File: src/rtl/imem_boot_arbiter_pkg.sv
// Shared definitions for the instruction-RAM boot arbiter: FSM state encodings and default depth.
package imem_boot_arbiter_pkg;

  localparam int ROM_SIZE_BIT_DEFAULT = 8;

  typedef enum logic [1:0] {
    ST_BOOT  = 2'd0,
    ST_FLUSH = 2'd1,
    ST_RUN   = 2'd2
  } state_t;

endpackage

File: src/rtl/imem_boot_arbiter_byte_packer.sv
// Packs loader bytes big-endian into 32-bit words; a completed word is presented one cycle later.
module imem_byte_packer (
  input  logic        clk,
  input  logic        reset,
  input  logic        clear,
  input  logic        byte_valid,
  input  logic [7:0]  byte_in,
  output logic [1:0]  lane,
  output logic [31:0] partial,
  output logic        word_ready,
  output logic [31:0] word
);

  logic [31:0] acc;

  always_ff @(posedge clk or posedge reset) begin
    if (reset) begin
      lane       <= 2'd0;
      word_ready <= 1'b0;
    end else if (clear) begin
      lane       <= 2'd0;
      word_ready <= 1'b0;
    end else begin
      word_ready <= byte_valid && (lane == 2'd3);
      if (byte_valid) lane <= lane + 2'd1;
    end
  end

  // The first byte zeroes the low bytes so a flushed partial word has zero padding.
  always_ff @(posedge clk) begin
    if (byte_valid) begin
      case (lane)
        2'd0: acc <= {byte_in, 24'h000000};
        2'd1: acc[23:16] <= byte_in;
        2'd2: acc[15:8] <= byte_in;
        2'd3: word <= {acc[31:8], byte_in};
        default: acc <= acc;
      endcase
    end
  end

  assign partial = acc;

endmodule

File: src/rtl/imem_boot_arbiter.sv
// Instruction RAM owner: boots the RAM from a UART byte stream, then serves 1-cycle fetch reads.
// Optional feature macro IMEM_CHECKSUM_EN adds ld_checksum, the sum of all words written since ld_start.
module imem_boot_arbiter
  import imem_boot_arbiter_pkg::*;
#(
  parameter int ROM_SIZE_BIT = ROM_SIZE_BIT_DEFAULT
) (
  input  logic                    clk,
  input  logic                    reset,
  input  logic                    fetch_req,
  input  logic [31:0]             fetch_addr,
  output logic [31:0]             fetch_data,
  output logic                    fetch_valid,
  output logic                    fetch_stall,
  input  logic                    ld_start,
  input  logic [7:0]              ld_byte,
  input  logic                    ld_byte_valid,
  input  logic                    ld_done,
  output logic [ROM_SIZE_BIT:0]   ld_words,
  output logic                    ld_overflow,
  output logic                    boot_busy,
  output logic                    mem_en,
  output logic                    mem_we,
  output logic [ROM_SIZE_BIT-1:0] mem_addr,
  output logic [31:0]             mem_wdata,
  input  logic [31:0]             mem_rdata
`ifdef IMEM_CHECKSUM_EN
  ,
  output logic [31:0]             ld_checksum
`endif
);

  localparam logic [ROM_SIZE_BIT:0] WORDS_MAX = {1'b1, {ROM_SIZE_BIT{1'b0}}};

  state_t                  state_q, state_d;
  logic [ROM_SIZE_BIT-1:0] addr_q;
  logic                    rd_pend_q;
  logic [31:0]             data_hold_q;
  logic                    wr_en, rd_en, pack_valid;
  logic [31:0]             wdata;
  logic [1:0]              lane;
  logic [31:0]             partial, word;
  logic                    word_ready;
  logic                    unused_addr_bits;

  assign unused_addr_bits = ^{fetch_addr[31:ROM_SIZE_BIT+2], fetch_addr[1:0]};

  assign pack_valid = ld_byte_valid && (state_q == ST_BOOT) && !ld_start;

  imem_byte_packer u_packer (
    .clk        (clk),
    .reset      (reset),
    .clear      (ld_start),
    .byte_valid (pack_valid),
    .byte_in    (ld_byte),
    .lane       (lane),
    .partial    (partial),
    .word_ready (word_ready),
    .word       (word)
  );

  always_ff @(posedge clk or posedge reset) begin
    if (reset) state_q <= ST_BOOT;
    else       state_q <= state_d;
  end

  // ld_start overrides everything, including a pending write or read in the same cycle.
  always_comb begin
    state_d = state_q;
    wr_en   = 1'b0;
    wdata   = word;
    rd_en   = 1'b0;
    case (state_q)
      ST_BOOT: begin
        wr_en = word_ready;
        if (ld_done) state_d = ST_FLUSH;
      end
      ST_FLUSH: begin
        if (word_ready) begin
          wr_en = 1'b1;
        end else if (lane != 2'd0) begin
          wr_en = 1'b1;
          wdata = partial;
        end
        state_d = ST_RUN;
      end
      ST_RUN: rd_en = fetch_req;
      default: state_d = ST_BOOT;
    endcase
    if (ld_start) begin
      state_d = ST_BOOT;
      wr_en   = 1'b0;
      rd_en   = 1'b0;
    end
  end

  assign mem_we      = wr_en;
  assign mem_en      = wr_en | rd_en;
  assign mem_addr    = wr_en ? addr_q : fetch_addr[ROM_SIZE_BIT+1:2];
  assign mem_wdata   = wdata;
  assign fetch_stall = (state_q != ST_RUN);
  assign boot_busy   = (state_q != ST_RUN);
  assign fetch_valid = rd_pend_q;
  assign fetch_data  = rd_pend_q ? mem_rdata : data_hold_q;

  always_ff @(posedge clk or posedge reset) begin
    if (reset) begin
      addr_q      <= '0;
      ld_words    <= '0;
      ld_overflow <= 1'b0;
    end else if (ld_start) begin
      addr_q      <= '0;
      ld_words    <= '0;
      ld_overflow <= 1'b0;
    end else if (wr_en) begin
      addr_q <= addr_q + 1'b1;
      if (addr_q == '1) ld_overflow <= 1'b1;
      if (ld_words != WORDS_MAX) ld_words <= ld_words + 1'b1;
    end
  end

  always_ff @(posedge clk or posedge reset) begin
    if (reset) begin
      rd_pend_q   <= 1'b0;
      data_hold_q <= 32'h0;
    end else begin
      rd_pend_q <= rd_en;
      if (rd_pend_q) data_hold_q <= mem_rdata;
    end
  end

`ifdef IMEM_CHECKSUM_EN
  always_ff @(posedge clk or posedge reset) begin
    if (reset)         ld_checksum <= 32'h0;
    else if (ld_start) ld_checksum <= 32'h0;
    else if (wr_en)    ld_checksum <= ld_checksum + wdata;
  end
`endif

endmodule

File: config.mk
export PLATFORM = sky130hd
export DESIGN_NAME = imem_boot_arbiter
export DESIGN_NICKNAME = d
export VERILOG_FILES = /design/src/rtl/imem_boot_arbiter_pkg.sv /design/src/rtl/imem_boot_arbiter_byte_packer.sv /design/src/rtl/imem_boot_arbiter.sv
export SDC_FILE = /design/constraint.sdc
export NUM_CORES = 1
export LEC_CHECK = 0
export CAP_MARGIN = 40
export CORE_MARGIN = 4
export CORE_UTILIZATION = 46
export CTS_CLUSTER_SIZE = 8
export DETAILED_ROUTE_END_ITERATION = 8
export PLACE_DENSITY_LB_ADDON = 0.1
export SLEW_MARGIN = 5
export SYNTH_ARGS = -nofsm -noshare
export SYNTH_HDL_FRONTEND = slang
export SYNTH_HIERARCHICAL = 1
export SYNTH_SLANG_ARGS = --single-unit
export TNS_END_PERCENT = 1
File: constraint.sdc
create_clock -name clk -period 1.99 [get_ports clk]
set_input_delay 0.2985 -clock clk [delete_from_list [all_inputs] [get_ports clk]]
set_output_delay 0.2985 -clock clk [all_outputs]
set_load 0.02 [all_outputs]
==> flow_metrics.env, run 1 <==
export IMPL_p_clk_frac=0.246
export IMPL_p_int_uw=3886
export IMPL_rsz0062_at_grt="yes"
export IMPL_start_kind="flip-flop"
export IMPL_clock_sinks=112
export IMPL_synth_distinct_cells=41
export IMPL_gp_congestion=0.8130
export IMPL_grt_pass1_wl_um=18040
export IMPL_use_met1=0.2291
export IMPL_dieArea_mm2=0.01226
export IMPL_synth_enable_flop_cells=56
export IMPL_h_tree_depth=3
export IMPL_synth_area_leaders="edfxtp_1, dfrtp_1, mux2_2, and2_1, ha_1"
export IMPL_async_reset_ff_frac=0.5000
export IMPL_final_util=0.6655
export IMPL_required_ns=1.69
export IMPL_hold_buffers=0
export IMPL_synth_cells=335
export IMPL_cts_tree="yes"
export IMPL_start_util=0.4702
export IMPL_avgViaCountPerCell=4.974
export IMPL_root_buffer="clkbuf_8"
export IMPL_switching_share=0.2807
export IMPL_antenna_cells=0
export IMPL_critical_path_class="reg2out"
export IMPL_wl_per_cell_um=16.97
export IMPL_cts_buffers=9
export IMPL_maxSlewViolCount=0
export IMPL_dp_hpwl_um=7663
export IMPL_grt_busiest_layer="met2"
export IMPL_fmax_ghz=0.4721
export IMPL_dp_cells=625
export IMPL_met2_usage=0.3147
export IMPL_p_leak_uw=0.002840
export IMPL_dpl_cell_area_mm2=0.006613
export IMPL_ys_ff_latch=112
export IMPL_fin_skew_ns=0.007713
export IMPL_initialDrtViolationCount=115
export IMPL_syn_area_mm2=0.004855
export IMPL_drv_cap=0
export IMPL_clk_pin_slew_ns=0.10
export IMPL_grt_max_degree=34
export IMPL_yosysWarnings=6
export IMPL_drive_gt1_frac=0.3562
export IMPL_outcome="complete, but fails checks"
export IMPL_instances_no_fill=647
export IMPL_antenna_left=0
export IMPL_clock_latency_ns=0.36
export IMPL_fin_crit_sh=1.064
export IMPL_ys_seq_area_frac=0.6351
export IMPL_nFillCells=768
export IMPL_endpoint_kind="output port"
export IMPL_synth_top_cell_by_area="edfxtp_1"
export IMPL_p_sw_uw=1517
export IMPL_met3_usage=0.04039
export IMPL_fin_crit_ns=2.118
export IMPL_setup_viol=37
export IMPL_hold_class="in2async"
export IMPL_p_total_uw=5402
export IMPL_drc=0
export IMPL_routed_wl_um=10980
export IMPL_clock_path_buffers=2
export IMPL_num_io_pins=165
export IMPL_synth_commonest_cells="mux2_2, dfrtp_1, edfxtp_1, and2_1, nor2_1"
export IMPL_core_mm2=0.01032
export IMPL_p_per_area_mw_per_mm2=786.3
export IMPL_syn_avg_cell_area_um2=14.49
export IMPL_vias=3218
export IMPL_drt_pass1_iter_count=4
export IMPL_ir_drop_v=0.0005296
export IMPL_grt_usage=0.1843
export IMPL_seqPwrFrac=0.511
export IMPL_fp_dieH_um=110.7
export IMPL_portBuffers=140
export IMPL_area_growth_syn_to_layout_pct=41.52
export IMPL_die_w_um=110.7
export IMPL_synth_most_common_cell="mux2_2"
export IMPL_ys_flop_type="edfxtp_1"
export IMPL_finalNetCount=591
export IMPL_cp_arrival_ns=1.82
export IMPL_violations="negative setup slack"
export IMPL_antenna_found_initial=0
export IMPL_overflow=0
export IMPL_grt_pass1_vias=3388
export IMPL_hold_viol_final=0
export IMPL_rows=37
export IMPL_combPwrFrac=0.242
export IMPL_design_area_mm2=0.006870
export IMPL_critPathMaxFanout=8
export IMPL_yosysTopAreaCellShare=0.3464
export IMPL_timing_final_ws_setup_ns=-0.1280
-- routing by layer --
metal / wire (µm) / part of all wire
met1: 4582 / 0.42
met2: 5762 / 0.52
met4: 181 / 0.016
met3: 451 / 0.041
met5: 0 / 0
-- registers in the layout, indices dropped and copies added (netlist names) --
| register | flops |
|---|---|
| addr_q | 8 |
| data_hold_q | 32 |
| fetch_valid | 1 |
| ld_words | 9 |
| u_packer/word | 32 |
| u_packer/word_ready | 1 |
| u_packer/lane | 2 |
| ld_overflow | 1 |
| state_q | 2 |
| u_packer/partial | 24 |
-- power groups by stage --
stage / logic [µW] / registers, µW / clock network [µW]
CTS: 1320 / 2770 / 1360
detailed placement: 1470 / 2820 / 0
global placement: 1450 / 2800 / 0
finish: 1310 / 2760 / 1330
global route: 1400 / 2800 / 1470
floorplan: 744 / 2790 / 0
-- layout make-up --
| class | instances | area, µm² | area share |
|---|---|---|---|
| clock inverter | 5 | 56.30 | 0.008195 |
| tap | 136 | 170.2 | 0.02477 |
| sequential | 112 | 3083 | 0.4487 |
| multi-input combinational | 199 | 1722 | 0.2506 |
| inverter | 10 | 37.54 | 0.005463 |
| timing repair buffer | 174 | 1670 | 0.2431 |
| clock buffer | 11 | 131.4 | 0.01912 |
-- critical path, stage by stage, from the launching register on --
cell and delay (ns):
dfrtp_1 0.41, o21a_4 0.25, nand3_4 0.14, buf_6 0.20, mux2_4 0.32, buf_6 0.13
-- kinds of logic after synthesis --
logic type	share of synthesized area
AOI/OAI and AO/OA	0.03892
xor gates and xnor gates	0.01263
adders and majority gates	0.01804
buffers and inverters	0.03350
DFF	0.6351
muxes	0.1781
other	0.0007725
and+or+nand+nor	0.08299
-- cells in the final DEF, fill, tap and decap left out, types with 3 or more instances in the layout --
master            n
a211oi_1          4
a21oi_1          11
and2_1           19
buf_12            7
buf_2            16
buf_4            22
buf_6            29
clkbuf_2          9
clkbuf_8          9
clkdlybuf4s15_1  14
clkdlybuf4s50_1  64
conb_1            8
dfrtp_1          56
dlygate4sd2_1    12
edfxtp_1         56
ha_1              7
inv_1             8
mux2_2           58
mux2_4           17
nand2_1           7
nand2b_1          4
nand3_1           7
nor2_1           14
nor3_1            3
o31ai_1           4
or4_1             4
xnor2_1           6
-- per-stage QoR --
stage | hold slack, ns | setup TNS [ns] | worst slack, ns
after floorplan | 0.05214 | 0 | 0.1851
after global placement | 0.4299 | -16.69 | -0.2644
after detailed placement | 0.4328 | -19.72 | -0.2790
after CTS | 0.1725 | -5.953 | -0.2165
after global routing | 0.1816 | -7.717 | -0.2206
final | 0.1858 | -3.598 | -0.1280
-- worst paths after layout --
check / from / end / slack (ns) / cells after the start
setup / recovery: u_packer/lane[1]$_DFFE_PP0P_ / mem_wdata[23] / -0.13 / 5
hold / removal: reset / u_packer/word_ready$_DFF_PP0_ / 0.19 / 2
setup reg to reg: state_q[1]$_DFFE_PP0P_ / u_packer/word[27]$_DFFE_PP_ / 0.31 / 5
hold reg to reg: u_packer/partial[12]$_SDFFCE_PP0P_ / u_packer/word[12]$_DFFE_PP_ / 0.46 / 0
max in group asynchronous: reset / data_hold_q[16]$_DFF_PP0_ / 1.28 / 3
min in group clk: u_packer/partial[12]$_SDFFCE_PP0P_ / u_packer/word[12]$_DFFE_PP_ / 0.46 / 0
-- timing repair --
action	4_1_cts	5_1_grt
pin swaps	5	3
setup endpoints to repair	76	74
cloned	3	0
gates resized for setup	254	57
buffers inserted	5	0
Power figures use the tool's default switching activity.
==> run 2, diff against run 1 <==
--- a/config.mk
+++ b/config.mk
@@ -11,6 +11,7 @@
 export CTS_CLUSTER_SIZE = 8
 export DETAILED_ROUTE_END_ITERATION = 8
 export PLACE_DENSITY_LB_ADDON = 0.1
+export SKIP_CTS_REPAIR_TIMING = 1
 export SLEW_MARGIN = 5
 export SYNTH_ARGS = -nofsm -noshare
 export SYNTH_HDL_FRONTEND = slang
==> run 2 against run 1 <==
Effect of this change: the run still ends with negative setup slack left; first-iteration DRC count shrank 6.1%; clock power about the same; via count fell by 0.84%; die area did not move; global-route usage is 1.1 points lower; cell count shrank 0.15%; largest power group unchanged.
==> flow_metrics.env, run 2 (same netlist as run 1, synthesis figures left out) <==
export IMPL_cts_tree="yes"
export IMPL_start_kind="flip-flop"
export IMPL_vias=3191
export IMPL_violations="negative setup slack"
export IMPL_grt_usage=0.1732
export IMPL_drt_pass1_iter_count=4
export IMPL_outcome="complete, but fails checks"
export IMPL_finalNetCount=590
export IMPL_avgViaCountPerCell=4.940
export IMPL_grt_pass1_wl_um=16990
export IMPL_maxSlewViolCount=0
export IMPL_hold_viol_final=0
export IMPL_critical_path_class="reg2out"
export IMPL_antenna_found_initial=0
export IMPL_worst_path_most_repeated_cell="buf_6"
export IMPL_antenna_cells=0
export IMPL_p_leak_uw=0.003123
export IMPL_slowest_delay_ns=0.40
export IMPL_path_cells="o21a_4, o21ai_4, nor2_4, buf_6, buf_6, or2_4, buf_6"
export IMPL_overflow=0
export IMPL_clock_latency_ns=0.36
export IMPL_routed_wl_um=10760
export IMPL_rsz0062_at_grt="yes"
export IMPL_core_mm2=0.01032
export IMPL_timing_final_ws_setup_ns=-0.1519
export IMPL_dieArea_mm2=0.01226
export IMPL_dp_hpwl_um=7663
export IMPL_drc=0
export IMPL_crit_start="u_packer/lane[0]$_DFFE_PP0P_"
export IMPL_fin_crit_sh=1.076
export IMPL_r2r_start="state_q[1]$_DFFE_PP0P_"
export IMPL_hold_class="in2async"
export IMPL_clock_sinks=112
export IMPL_final_common_cell="mux2_2"
export IMPL_fp_dieH_um=110.7
export IMPL_p_total_uw=5486
export IMPL_fmax_ghz=0.4669
export IMPL_clock_path_buffers=2
export IMPL_fin_tns_setup_ns=-3.056
export IMPL_endpoint_kind="output port"
export IMPL_final_cell_mix="mux2_2, clkdlybuf4s50_1, dfrtp_1, edfxtp_1, dlymetal6s2s_1"
export IMPL_grt_pass1_vias=3282
export IMPL_area_growth_syn_to_layout_pct=41.88
export IMPL_cts_buffers=9
export IMPL_drv_cap=0
export IMPL_rows=37
export IMPL_fin_skew_ns=0.003985
export IMPL_cp_slowest_cell="dfrtp_1"
export IMPL_required_ns=1.69
export IMPL_preCtsSetupSlack_ns=-0.2790
export IMPL_critPathMaxFanout=5
export IMPL_design_area_mm2=0.006888
export IMPL_final_util=0.6672
export IMPL_fin_crit_ns=2.142
export IMPL_setup_viol=36
export IMPL_gp_congestion=0.8130
export IMPL_initialDrtViolationCount=108
export IMPL_start_util=0.4702
export IMPL_wl_per_cell_um=16.65
export IMPL_portBuffers=140
export IMPL_clk_pin_slew_ns=0.10
export IMPL_antenna_left=0
export IMPL_grt_max_degree=34
export IMPL_h_tree_depth=3
export IMPL_dpl_cell_area_mm2=0.006613
export IMPL_ir_drop_v=0.0005496
export IMPL_p_per_area_mw_per_mm2=796.5
export IMPL_nFillCells=765
export IMPL_cp_arrival_ns=1.84
export IMPL_drive_gt1_frac=0.3353
export IMPL_num_io_pins=165
export IMPL_die_w_um=110.7
export IMPL_root_buffer="clkbuf_8"
==> run 2: path summary, 6_finish.rpt <==
path | endpoint | slack (ns) | depth (start not counted)
max | mem_en | -0.15 | 7
min | u_packer/word_ready$_DFF_PP0_ | 0.19 | 2
max reg2reg | u_packer/word[26]$_DFFE_PP_ | 0.31 | 5
min reg2reg | u_packer/word[29]$_DFFE_PP_ | 0.46 | 0
max in group asynchronous | data_hold_q[16]$_DFF_PP0_ | 1.27 | 3
min in group clk | u_packer/word[29]$_DFFE_PP_ | 0.46 | 0
==> run 2: per-layer routing <==
| layer | part of all wire | global-route usage | up-vias |
|---|---|---|---|
| met5 | 0 | 0 | - |
| met4 | 0.017 | 0.07061 | 0 |
| met3 | 0.035 | 0.03439 | 13 |
| met2 | 0.52 | 0.2933 | 87 |
| met1 | 0.43 | 0.2180 | 1561 |
| li1 | - | - | 1530 |
==> run 2: worst max-delay path: cells and delay by family, from the launching register on <==
family | cells | cell delay (ns)
AOI/OAI and AO/OA | 2 | 0.44
and+or+nand+nor | 2 | 0.28
DFF | 1 | 0.40
buffers and inverters | 3 | 0.37
==> run 2: final cells by class <==
cell class	instances	area, µm²	area share
multi-input cells	199	1688	0.2450
clock buffers	11	131.4	0.01907
inverters	10	37.54	0.005450
clock inverters	5	56.30	0.008174
flip-flops and latches	112	3083	0.4476
repair buffers	173	1722	0.2500
well taps	136	170.2	0.02470
==> run 2: power breakdown <==
part | leakage (µW) | internal (µW) | switching, µW
clock | 0.0000899 | 584 | 736
sequential | 0.00124 | 2690 | 70.4
combinational | 0.00180 | 715 | 690
==> run 2: through the flow <==
step | cells | hold slack [ns]
after floorplan | 342 | 0.05214
after global placement | 625 | 0.4299
after detailed placement | 625 | 0.4328
after CTS | 641 | 0.1725
after global routing | 646 | 0.1816
final | 646 | 0.1861
